--- config.mk ---
export PLATFORM = sky130hd
export DESIGN_NAME = z3_to_z1
export DESIGN_NICKNAME = d
export VERILOG_FILES = /design/src/rtl/filter_pkg.sv /design/src/rtl/out_narrow.sv /design/src/rtl/z3_to_z1.sv
export SDC_FILE = /design/constraint.sdc
export NUM_CORES = 1
export LEC_CHECK = 0
export ABC_AREA = 0
export CAP_MARGIN = 20
export CORE_MARGIN = 2
export CORE_UTILIZATION = 54
export CTS_CLUSTER_SIZE = 30
export DETAILED_ROUTE_END_ITERATION = 16
export PLACE_DENSITY = 0.8
export SYNTH_ARGS = -nofsm -noshare
export SYNTH_HDL_FRONTEND = slang
export SYNTH_HIERARCHICAL = 1
export SYNTH_SLANG_ARGS = --single-unit
--- constraint.sdc ---
create_clock -name clk -period 2.5 [get_ports clk]
set_clock_uncertainty 0.05 [all_clocks]
set_input_delay 0.5 -clock clk [delete_from_list [all_inputs] [get_ports clk]]
set_output_delay 0.5 -clock clk [all_outputs]
set_load 0.03 [all_outputs]
--- src/rtl/filter_pkg.sv ---
// Shared constants and types for the polyphase-to-serial filter blocks.
package filter_pkg;

  localparam int unsigned NPH    = 3;
  localparam int unsigned IW_DEF = 16;
  localparam int unsigned OW_DEF = 11;

  typedef enum logic {StIdle, StShift} state_e;

endpackage

--- src/rtl/out_narrow.sv ---
// Combinational IW->OW narrowing: arithmetic shift with saturation.
// Z3_TO_Z1_ROUND_EN selects round-half-up instead of floor.
module out_narrow #(
  parameter int unsigned IW = 16,
  parameter int unsigned OW = 11
) (
  input  logic [IW-1:0] x_i,
  output logic [OW-1:0] y_o
);

  localparam int unsigned Sh   = IW - OW;
  localparam int          MaxI = 2 ** (OW - 1) - 1;
  localparam logic signed [IW:0] MaxV = (IW + 1)'(MaxI);
  localparam logic signed [IW:0] MinV = (IW + 1)'(-MaxI - 1);
`ifdef Z3_TO_Z1_ROUND_EN
  localparam logic signed [IW:0] RndK = (IW + 1)'(2 ** (Sh - 1));
`endif

  logic signed [IW:0] ext;
  logic signed [IW:0] shr;

  always_comb begin
    // One guard bit so the rounding offset cannot wrap before saturation.
    ext = {x_i[IW-1], x_i};
`ifdef Z3_TO_Z1_ROUND_EN
    ext = ext + RndK;
`endif
    shr = ext >>> Sh;
    if (shr > MaxV) begin
      y_o = MaxV[OW-1:0];
    end else if (shr < MinV) begin
      y_o = MinV[OW-1:0];
    end else begin
      y_o = shr[OW-1:0];
    end
  end

endmodule

--- src/rtl/z3_to_z1.sv ---
// Three-lane polyphase to serial converter with a one-entry holding buffer.
// Optional rounding in the narrower via Z3_TO_Z1_ROUND_EN.
module z3_to_z1
  import filter_pkg::*;
#(
  parameter int unsigned IW = IW_DEF,
  parameter int unsigned OW = OW_DEF
) (
  input  logic                   clk,
  input  logic                   reset,
  input  logic                   in_vld,
  input  logic [NPH-1:0][IW-1:0] in,
  output logic signed [OW-1:0]   out,
  output logic                   out_vld,
  output logic                   busy,
  output logic                   ovf
);

  localparam logic [1:0] PhLast = 2'(NPH - 1);

  state_e                 state_q, state_d;
  logic [1:0]             ph_q, ph_d;
  logic [NPH-1:0][IW-1:0] sr_q, sr_d;
  logic [NPH-1:0][IW-1:0] hold_q, hold_d;
  logic                   hold_full_q, hold_full_d;
  logic                   ovf_q, ovf_d;
  logic                   out_vld_q, out_vld_d;
  logic [OW-1:0]          out_q, out_d;
  logic [IW-1:0]          nar_x;
  logic [OW-1:0]          nar_y;

  out_narrow #(
    .IW (IW),
    .OW (OW)
  ) u_narrow (
    .x_i (nar_x),
    .y_o (nar_y)
  );

  always_comb begin
    state_d     = state_q;
    ph_d        = ph_q;
    sr_d        = sr_q;
    hold_d      = hold_q;
    hold_full_d = hold_full_q;
    ovf_d       = ovf_q;
    out_vld_d   = 1'b0;
    nar_x       = sr_q[1];

    unique case (state_q)
      StIdle: begin
        if (in_vld) begin
          sr_d      = in;
          nar_x     = in[2];
          out_vld_d = 1'b1;
          ph_d      = 2'd0;
          state_d   = StShift;
        end
      end
      StShift: begin
        if (ph_q != PhLast) begin
          // sr[2] is always the sample currently on out; shift the next one up.
          sr_d      = {sr_q[NPH-2:0], IW'(0)};
          nar_x     = sr_q[1];
          out_vld_d = 1'b1;
          ph_d      = ph_q + 2'd1;
          if (in_vld) begin
            if (hold_full_q) begin
              ovf_d = 1'b1;
            end else begin
              hold_d      = in;
              hold_full_d = 1'b1;
            end
          end
        end else if (hold_full_q) begin
          sr_d      = hold_q;
          nar_x     = hold_q[2];
          out_vld_d = 1'b1;
          ph_d      = 2'd0;
          if (in_vld) begin
            hold_d = in;
          end else begin
            hold_full_d = 1'b0;
          end
        end else if (in_vld) begin
          sr_d      = in;
          nar_x     = in[2];
          out_vld_d = 1'b1;
          ph_d      = 2'd0;
        end else begin
          ph_d    = 2'd0;
          state_d = StIdle;
        end
      end
      default: state_d = StIdle;
    endcase

    out_d = out_vld_d ? nar_y : out_q;
  end

  always_ff @(posedge clk) begin
    if (reset) begin
      state_q     <= StIdle;
      ph_q        <= 2'd0;
      sr_q        <= '0;
      hold_q      <= '0;
      hold_full_q <= 1'b0;
      ovf_q       <= 1'b0;
      out_vld_q   <= 1'b0;
      out_q       <= '0;
    end else begin
      state_q     <= state_d;
      ph_q        <= ph_d;
      sr_q        <= sr_d;
      hold_q      <= hold_d;
      hold_full_q <= hold_full_d;
      ovf_q       <= ovf_d;
      out_vld_q   <= out_vld_d;
      out_q       <= out_d;
    end
  end

  assign out     = out_q;
  assign out_vld = out_vld_q;
  assign busy    = (state_q == StShift) || hold_full_q;
  assign ovf     = ovf_q;

endmodule

; Word-level counts from Yosys, hierarchy flattened
; Cells that the tools add are included.
[word_totals]
regBits = 112
inputBits = 51
out_inout_bits = 14
[op_classes]
n_addsub = 1
order_cmp = 2
n_eq_ne = 5
n_mux = 25
bitwise = 1
reduce_logical = 5
[op_table]
columns = op, n
row1 = 48-bit two-way mux, 8
row2 = 48-bit one-hot mux with 2 select lines, 1
row3 = 16-bit two-way mux, 3
row4 = 16-bit one-hot mux with 2 select lines, 1
row5 = 11-bit two-way mux, 2
row6 = "11-bit greater-than comparator, second input constant", 1
row7 = "11-bit < comparator, second input constant", 1
row8 = "2-bit inequality test, second input constant", 5
row9 = 1-bit two-way mux, 6
row10 = 5-bit AND reduction, 1
row11 = 2-bit two-way mux, 2
row12 = 2-bit one-hot mux with 2 select lines, 1
row13 = 4-bit AND reduction, 1
row14 = "2-bit by 1-bit adder with 2-bit output, second input constant", 1
row15 = 1-bit one-hot mux with 2 select lines, 1
row16 = 2-bit AND reduction, 1
row17 = 2-bit nonzero test, 1
row18 = 1-bit logical OR, 1
row19 = 1-bit NOT, 1

; Longest topological paths before layout
; Gate-level depths: netlist of run 1.
[depth]
ltp_word = 7
mapped_depth = 11

; Cells and area by module
; The synthesis of run 1 kept the hierarchy.
[by_module_without_submodules]
columns = mod, instances, cells_each, area_each_um2, seq_area_each_um2
row1 = z3_to_z1, 1, 411, 4050.1, 1921.8
row2 = out_narrow, 1, 11, 41.3, 0.0

; Worst setup path before layout of run 1
; OpenSTA, ideal clock, no wires.
[synth_path]
path_kind = register to register
startpoint = register ph_q[1]
endpoint = register hold_q[0] (netlist name)
setup_ps = 117
arrival_ps = 2053
required_time_ps = 2333
slack_ps = 280
stages_incl_launch_ff = 12
synth_period_minus_slack_ps = 2220
cell_sequence = dfxtp_1 nor2b_1 buf_2 inv_2 buf_2 buf_4 ha_1 a21o_1 o31ai_2 buf_2 buf_6 a22o_1
[synth_between]
elab_chain_cells = 3
word_cells_on_any_way = 6
cone_classes = 3 x eq/ne / 1 x mux / 2 x reduce/logical
[synth_rtl]
columns = item, line_no
row1 = "start, declared", z3_to_z1.sv:22  ; logic [1:0] ph_q, ph_d;
row2 = "start signal, assigned", z3_to_z1.sv:113  ; ph_q <= ph_d;
row3 = 2-bit inequality test (*), z3_to_z1.sv:61  ; if (ph_q != PhLast) begin
row4 = 2-bit inequality test (no line) or 2-bit nonzero test (tied branches), -
row5 = 5-bit AND reduction (no line), -
row6 = "end signal, assigned", z3_to_z1.sv:115  ; hold_q <= hold_d;
row7 = "end, declared", z3_to_z1.sv:24  ; logic [NPH-1:0][IW-1:0] hold_q, hold_d;
; Mark *: on every way between the ends. The rest lies on a longest branch, timed or not.
; A chain may end at the register's enable or synchronous reset.

; Final worst setup path of run 1
[layout_path]
startpoint = register hold_full_q
endpoint = output busy
[layout_between]
elab_chain_cells = 1
[layout_rtl]
columns = item, line_no
row1 = "start, declared", z3_to_z1.sv:25  ; logic hold_full_q, hold_full_d;
row2 = "start signal, assigned", z3_to_z1.sv:116  ; hold_full_q <= hold_full_d;
row3 = 1-bit logical OR, z3_to_z1.sv:125  ; assign busy = (state_q == StShift) || hold_full_q;
row4 = "end, declared", z3_to_z1.sv:15  ; output logic busy,
; Every way passes these cells.

==> results of run 1 <==
worst min-delay path by stage:
stage | start | end | slack (ns)
final | out[7]$_SDFFE_PP0P_ | out[7]$_SDFFE_PP0P_ | 0.41
after global routing | out[1]$_SDFFE_PP0P_ | out[1]$_SDFFE_PP0P_ | 0.43
after CTS | out[7]$_SDFFE_PP0P_ | out[7]$_SDFFE_PP0P_ | 0.41
after detailed placement | hold_q[13]$_SDFFE_PP0P_ | sr_q[13]$_SDFF_PP0_ | 0.40
after global placement | hold_q[13]$_SDFFE_PP0P_ | sr_q[13]$_SDFF_PP0_ | 0.39
after floorplan | hold_q[10]$_SDFFE_PP0P_ | sr_q[10]$_SDFF_PP0_ | 0.38
critical path, cell delays in order, from the launching register on:
cell	delay, ns
dfxtp_1	0.52
or2_2	0.18
clkdlybuf4s50_1	0.66
through the flow:
step	instance area [um^2]	total power (uW)	util, %	hold slack [ns]
3_3_place_gp	3592	1679	64.84	0.3881
2_1_floorplan	3117	1535	-	0.3827
4_1_cts	3756	2467	67.80	0.4134
5_1_grt	3756	2566	67.80	0.4315
3_5_place_dp	3592	1688	64.84	0.3983
6_report	3756	2466	67.80	0.4106
area by class of cell:
cell class              instances  area (um^2)
well taps                      72        90.09
flip-flops and latches         71         1421
fillers                       466         1784
clock buffers                  11        141.4
repair buffers                 63        603.1
multi-input cells             205         1455
clock inverters                 4        22.52
inverters                       6        22.52
layout by cell type, fill, tap and decap left out, types with 2 or more instances in the layout:
cell type and instances:
nand2b_1 2, nand3_1 4, and4b_1 8, nor2b_1 13, o22ai_1 20, inv_1 5, nor2_1 5, a22o_1 33
buf_4 13, nand2_1 24, clkdlybuf4s50_1 48, clkbuf_8 10, a22oi_1 12, a21oi_1 32, dfxtp_1 71, mux2i_1 22
o21ai_2 2, nand3b_1 2, o2bb2ai_1 11, clkinv_2 3, o221ai_1 3
flip-flops by register name, indices dropped and copies added, names as in the netlist:
name and flops:
hold_q 33, out 11, sr_q 22, ph_q 2
out_vld 1, ovf 1, hold_full_q 1
power groups by stage:
stage | Combinational, uW | Clock [uW] | Sequential [uW]
2_1_floorplan | 242 | 0 | 1290
3_3_place_gp | 406 | 0 | 1270
3_5_place_dp | 413 | 0 | 1270
4_1_cts | 415 | 803 | 1250
5_1_grt | 446 | 861 | 1260
6_report | 416 | 800 | 1250
routing by layer:
layer  track usage, %  vias to the layer above
met5                0                        -
met4            10.17                        0
met3            7.240                       18
met2            41.00                      120
met1            32.52                     1272
li1                 -                     1262
==> flow_summary_export.csv, run 1 <==
group,metric,value,unit
worst_setup_path,ff2ff_path_depth,7,
floorplan,die-area,0.006395,mm^2
detailed_routing,avgRoutedWirePerCell,17.68,um
worst_setup_path,worstSetupPathType,"flop to output pin",
min_path,holdPathStages,2,
clock_tree,cts_setup_buffers,0,
clock_tree,cts-buffers-inserted,9,
worst_setup_path,cp-end-kind,"output pin",
timing,setup_slack,0.2443,ns
clock_tree,post_cts_resized,0,
floorplan,num_io_pins,65,
worst_setup_path,arrival,1.71,ns
worst_setup_path,r2r_setup_slack,0.52,ns
detailed_routing,drt_wl_total,7639,um
floorplan,rows,27,
pwr,p_int,1781,uW
floorplan,core,0.005540,mm^2
pwr,peakVddDrop,0.5143,mV
detailed_routing,via_per_inst,6.185,
finish,drive_above_1_share,10.28,%
timing,fin_crit,2.256,ns
grt,grt_pass1_wl,12390,um
placed_design,place_inst,417,
timing,hold_violations,0,
detailed_routing,maxUsedRoutingLayer,"met4",
logic_synthesis,syn_nets,384,
finish,n_antenna_cell,0,
clock_tree,clock_path_buffers,2,
run_status,outcome,"complete, no violations",
clock_tree,cts_sinks,71,
floorplan,die_width,79.97,um
timing,fin_tns_setup,0,ns
detailed_routing,route.met2.wl,3620,um
worst_setup_path,critPathRequiredTime,1.95,ns
pwr,switching_share,27.80,%
worst_setup_path,r2r_start,"ph_q[0]$_SDFFE_PP0P_",
worst_setup_path,start_kind,"flop",
timing,final-setup-viol-count,0,
worst_setup_path,cp_max_fo,10,
grt,grt_util_all_layers,25.61,%
timing,final_max_slew_viol_count,0,
logic_synthesis,synthCells,332,
detailed_routing,met1_length,3258,um
timing,tightest_slew,0.6937,ns
finish,final_cells,432,
worst_setup_path,r2r_end,"hold_q[31]$_SDFFE_PP0P_",
timing,slew_headroom,53.75,%
clock_tree,clk_latency,0.35,ns
pwr,p_leak,0.001447,uW
run,maxCapViolCount,0,
grt,antenna_found_initial,0,
timing,max_freq,443.3,MHz
pwr,p_sw,685.5,uW
grt,grt_max_degree,40,
logic_synthesis,postSynthAreaPerCell,9.388,um^2
worst_setup_path,startpoint,"hold_full_q$_SDFFE_PP0P_",
pwr,clkPwrFrac,32.5,%
pwr,comb_power_share,16.9,%
finish,area_delta_synth_final,20.51,%
detailed_routing,vias,2672,
detailed_routing,drc,0,
clock_tree,cts_hold_buf,0,
pwr,seqPwrFrac,50.7,%
detailed_routing,dr.pass1.iters,4,
placed_design,hpwl,5105,um
logic_synthesis,syn_area,0.003117,mm^2
logic_synthesis,ys_warn_count,6,
clock_tree,cts.clk_slew.worst_paths,0.07,ns
timing,post-route-period-util,90.23,%
worst_setup_path,endpoint,"busy",
placed_design,dp_slack,0.2897,ns
pwr,cellPowerDensity,656.6,mW/mm^2
detailed_routing,dr.first_iter.drc_count,187,
floorplan,floorplan.die.height,79.97,um
finish,nets,408,
detailed_routing,wl_met3,609,um
clock_tree,cts_tree,"yes",
placed_design,io_buffers,49,
placed_design,gp_congestion,0.8176,
clock_tree,htree_levels,3,
grt,first_global_vias,2512,
floorplan,start_util,56.26,%
detailed_routing,ant_nets,0,
min_path,hold_class,"flop to flop",
grt,overflow,0,
timing,grt_setup_unrepaired,"false",
clock_tree,cts-root-buf,"clkbuf_8",
Note: power is estimated with default switching activity, not from simulation.
==> run 2, diff against run 1 <==
Settings changed: SETUP_SLACK_MARGIN set to 0.4.
==> run 2 against run 1 <==
Against the previous run: clock power grew 0.6%; die area did not move; non-clock buffer count is the same; sequential share of layout area barely moved; routed wire length increased by 0.16%; global-route usage barely moved; worst setup slack improved by 0.27 ns; clock-buffer cell count stayed put; first-iteration DRC count fell by 0.53%; critical path type unchanged; largest power group unchanged.
==> flow_summary_export.csv, run 2 (synthesis gave the netlist of run 1 again) <==
group,metric,value,unit
timing,grt_setup_unrepaired,"false",
detailed_routing,via_per_inst,6.185,
clock_tree,cts_tree,"yes",
finish,nets,408,
worst_setup_path,r2r_start,"ph_q[0]$_SDFFE_PP0P_",
grt,grt_pass1_wl,12370,um
grt,first_global_vias,2510,
pwr,peakVddDrop,0.5150,mV
finish,n_antenna_cell,0,
detailed_routing,dr.pass1.iters,4,
detailed_routing,vias,2672,
clock_tree,clk_latency,0.35,ns
timing,final-setup-viol-count,0,
clock_tree,cts_sinks,71,
worst_setup_path,startpoint,"out_vld$_SDFF_PP0_",
pwr,power,2470,uW
finish,layout_common_cells,"dfxtp_1, clkdlybuf4s50_1, a22o_1",
clock_tree,clock_path_buffers,2,
min_path,min_from,"out[7]$_SDFFE_PP0P_",
worst_setup_path,cp_max_fo,8,
worst_setup_path,arrival,1.44,ns
timing,fin_crit,1.987,ns
finish,area_delta_synth_final,20.55,%
placed_design,io_buffers,49,
run,maxCapViolCount,0,
pwr,p_leak,0.001451,uW
detailed_routing,drc,0,
timing,final_max_slew_viol_count,0,
timing,fin_tns_setup,0,ns
timing,post-route-period-util,79.49,%
finish,fillers,466,
placed_design,hpwl,5105,um
floorplan,num_io_pins,65,
timing,hold_violations,0,
floorplan,rows,27,
grt,grt_max_degree,40,
clock_tree,cts_hold_buf,0,
finish,layout_commonest_cell,"dfxtp_1",
detailed_routing,dr.first_iter.drc_count,186,
finish,drive_above_1_share,10.83,%
clock_tree,htree_levels,3,
placed_design,gp_congestion,0.8176,
run_status,outcome,"complete, no violations",
timing,max_freq,503.2,MHz
detailed_routing,drt_wl_total,7651,um
timing,slew_headroom,52.94,%
grt,antenna_found_initial,0,
clock_tree,cts_setup_buffers,0,
floorplan,core,0.005540,mm^2
floorplan,floorplan.die.height,79.97,um
grt,grt_util_all_layers,25.59,%
clock_tree,cts-buffers-inserted,9,
min_path,hold_class,"flop to flop",
detailed_routing,avgRoutedWirePerCell,17.71,um
worst_setup_path,start_kind,"flop",
clock_tree,cts-root-buf,"clkbuf_8",
finish,top_register,"hold_q",
floorplan,start_util,56.26,%
grt,overflow,0,
pwr,cellPowerDensity,657.4,mW/mm^2
worst_setup_path,cp-end-kind,"output pin",
clock_tree,cts.clk_slew.worst_paths,0.07,ns
worst_setup_path,worstSetupPathType,"flop to output pin",
detailed_routing,ant_nets,0,
floorplan,die_width,79.97,um
timing,tightest_slew,0.7059,ns
worst_setup_path,critPathRequiredTime,1.95,ns
finish,largest_reg_flops,33,
floorplan,die-area,0.006395,mm^2
[run 2: cell count changes in the layout (fill, tap and decap cells not counted), sizes merged]
| cell | change |
|---|---|
| dlygate4sd2 | +2 |
| clkdlybuf4s50 | -2 |
[run 2: worst max-delay path, cell delays in order, from the launching register on]
cell	delay (ns)
dfxtp_1	0.31
buf_4	0.15
or2_2	0.27
dlygate4sd2_1	0.36
[run 2: metal layers]
metal	part of all wire, %	global-route usage, %	vias up
met5	0	0	-
met4	1.9	10.17	0
met3	6.9	7.240	15
met2	47	41.00	99
met1	44	32.45	1298
li1	-	-	1260
[run 2: cell type report]
cell class / instances / area (um^2) / share of cell area (%)
clock inverters: 4 / 22.52 / 0.5994
well taps: 72 / 90.09 / 2.398
multi-input cells: 205 / 1458 / 38.79
repair buffers: 63 / 600.6 / 15.98
clock buffers: 11 / 141.4 / 3.763
flip-flops and latches: 71 / 1423 / 37.86
inverters: 6 / 22.52 / 0.5994
[run 2: power breakdown]
part           switching (uW)  leakage, uW  internal, uW  total (uW)
Combinational             216     0.000785           198         414
Sequential               46.0     0.000581          1200        1250
Clock                     429    0.0000850           377         805
Total                     691      0.00145          1780        2470
[run 2: path summary, 6_finish.rpt]
path	end	slack [ns]	cells after the start
max	busy	0.51	3
min	out[7]$_SDFFE_PP0P_	0.41	2
max reg2reg	hold_q[31]$_SDFFE_PP0P_	0.54	7
min reg2reg	out[7]$_SDFFE_PP0P_	0.41	2
[run 2: per-stage QoR]
step                util, %  hold WS [ns]  area (um^2)  instances  setup slack, ns
global route          67.82        0.4315         3757        432           0.4414
finish                67.82        0.4106         3757        432           0.5127
global placement      64.84        0.3881         3592        417           0.3142
floorplan                 -        0.3827         3117        332           0.4287
CTS                   67.77        0.4134         3755        432           0.5015
detailed placement    64.84        0.3983         3592        417           0.2897
[run 2: repair_timing]
item	4_1_cts	5_1_grt
gates resized for setup	3	1
setup endpoints to repair	2	13
endpoints found under the hold margin	0	0
gates cloned	0	0
==> edit (flow settings as in run 1) <==
The option `Z3_TO_Z1_ROUND_EN` is turned on by a define.
--- a/src/rtl/out_narrow.sv
+++ b/src/rtl/out_narrow.sv
@@ -1,4 +1,6 @@
 // Combinational IW->OW narrowing: arithmetic shift with saturation.
 // Z3_TO_Z1_ROUND_EN selects round-half-up instead of floor.
+`define Z3_TO_Z1_ROUND_EN
+
 module out_narrow #(
   parameter int unsigned IW = 16,
Check against the original RTL: not equivalent (Yosys sat finds a counterexample within 4 cycles, from zero or initial values and one cycle with reset high).
==> edit against run 1 <==
  * Cell area increased by 28%
  * Sequential power increased by 7%
  * Power increased by 26%
  * Clock power increased by 45%
  * Non-clock buffer count increased by 43
  * Worst setup slack got worse by 150 ps
  * Routed wire length increased by 26%
  * Critical path depth increased by 9
  * Synthesized area increased by 17%
  * Register-to-register slack got worse by 420 ps
  * Sequential cell count increased by 5
  * Critical path type is now reg -> reg
  * Critical endpoint is now out[3]
  * Largest cell class unchanged
  * Largest power group unchanged
  * Highest routed layer unchanged
==> edit: results (changes against run 1) <==
Outcome
The flow ran to the end, and the final reports show no timing, DRC or antenna violations.

Power
The largest vdd supply drop came to 0.401 mV (-22%). The cell leakage power is 1.93 nW (+34%).

Global routing
The global-route wire length before repair is 16.1 mm (+30%). The via count of the first global-routing pass was 3470 (+38%). The pin count of the biggest net entering global routing came to 25 (-38%). The overall track demand over capacity in global routing is 27.3% (+1.7 points).

Clock network
The quantity of gates resized following cts is 0 (unchanged). The CTS root buffer is sky130_fd_sc_hd__clkbuf_8. The number of buffers inserted to repair setup after CTS came to 0 (unchanged). The register clock-pin slew on the reported worst setup and hold paths is 80 ps. The worst-skew pair later-pin latency was 350 ps (about the same). The maximum clock path buffer count is 2 (unchanged).

The number of buffers created by CTS is 9 (unchanged).

Route
The detailed-router iteration count before antenna repair is 5 (+1). The number of violations reported at the end of detailed-routing iteration 0 is 197 (+5.3%). The per-cell via count in the routed design is 6.19 (about the same). The average wire per standard cell is 17.3 um (-2.2%).

Critical path
The endpoint arrival time on the critical path was 2580 ps (+870 ps). The largest fanout on the critical path was 4 (-6).

Layout
The net total in the final layout is 529 (+30%). The proportion of layout cells with a drive suffix above 1 is 19.8% (+9.5 points). The antenna diode instance count is 0 (unchanged).

The filler cell count is 485 (+4.1%). The area growth from synthesis to layout is 31.6%. The flip-flop count of the largest register, all copies and words added came to 36 (+9.1%). The final cell count without fillers is 558 (+29%). The register with the most flip-flops is hold_q.

Placed design
The total cell area at the placement stage is 0.00451 mm^2 (+26%). The number of placed instances, taps included came to 542 (+30%). The total of buffers placed on input and output ports was 52 (+6.1%). The worst slack after detailed placement was -90.6 ps (-380 ps). The final estimated routing congestion in global placement is 0.932 (+14%). The HPWL after detailed placement is 6.71 mm (+31%).

STA
The relative slew slack came to 43.9% (-9.8 points).

Synthesis
The synthesized area per cell was 9.12 um^2 (-2.8%). The number of warnings reported in the yosys synthesis log came to 6 (unchanged). The post-synthesis net count came to 454 (+18%).

Worst hold path
The class of the tightest hold or removal check is reg -> reg.
-- edit: critical path: stages, from the launching register on --
cell	delay, ps
sky130_fd_sc_hd__dfxtp_1	350
sky130_fd_sc_hd__nor2b_1	170
sky130_fd_sc_hd__buf_4	170
sky130_fd_sc_hd__inv_2	50
sky130_fd_sc_hd__o21ai_4	160
sky130_fd_sc_hd__a22oi_1	120
sky130_fd_sc_hd__ha_1	250
sky130_fd_sc_hd__and2_2	230
sky130_fd_sc_hd__o311a_1	330
sky130_fd_sc_hd__a211o_1	270
sky130_fd_sc_hd__nand2_1	60
sky130_fd_sc_hd__mux2i_1	60
-- edit: final cells by class --
type                            count  share of cell area [%]
Clock buffer                       11                    2.94
Clock inverter                      5                    2.23
Inverter                            7                   0.546
Multi-Input combinational cell    276                    40.8
Sequential cell                    76                    31.6
Tap cell                           77                    2.00
Timing Repair Buffer              106                    19.9
-- edit: worst paths after layout --
| check | from | endpoint | slack (ps) | cells past startpoint |
|---|---|---|---|---|
| max reg2reg | ph_q[1] | out[3] | 100 | 11 |
| max | ph_q[1] | out[3] | 100 | 11 |
| min | out[8] | out[8] | 420 | 2 |
| min reg2reg | out[8] | out[8] | 420 | 2 |
-- edit: layer usage --
layer / part of all wire, % / GRT usage (%) / vias to the layer above
met5: 0 / 0 / -
met4: 1.8 / 10.9 / 0
met3: 4.5 / 5.71 / 13
met2: 48 / 44.0 / 103
met1: 46 / 35.9 / 1671
li1: - / - / 1666
-- edit: per-stage QoR --
step | hold slack (ps) | setup TNS [ps]
after floorplan | 383 | 0
after global placement | 386 | -63.8
after detailed placement | 402 | -297
after CTS | 420 | 0
after global routing | 434 | -10.6
final | 417 | 0
-- edit: where the power goes --
part           internal, mW  total (mW)  switching [mW]
registers              1.29        1.34          0.0452
clock network         0.696        1.16           0.459
logic                 0.305       0.625           0.321
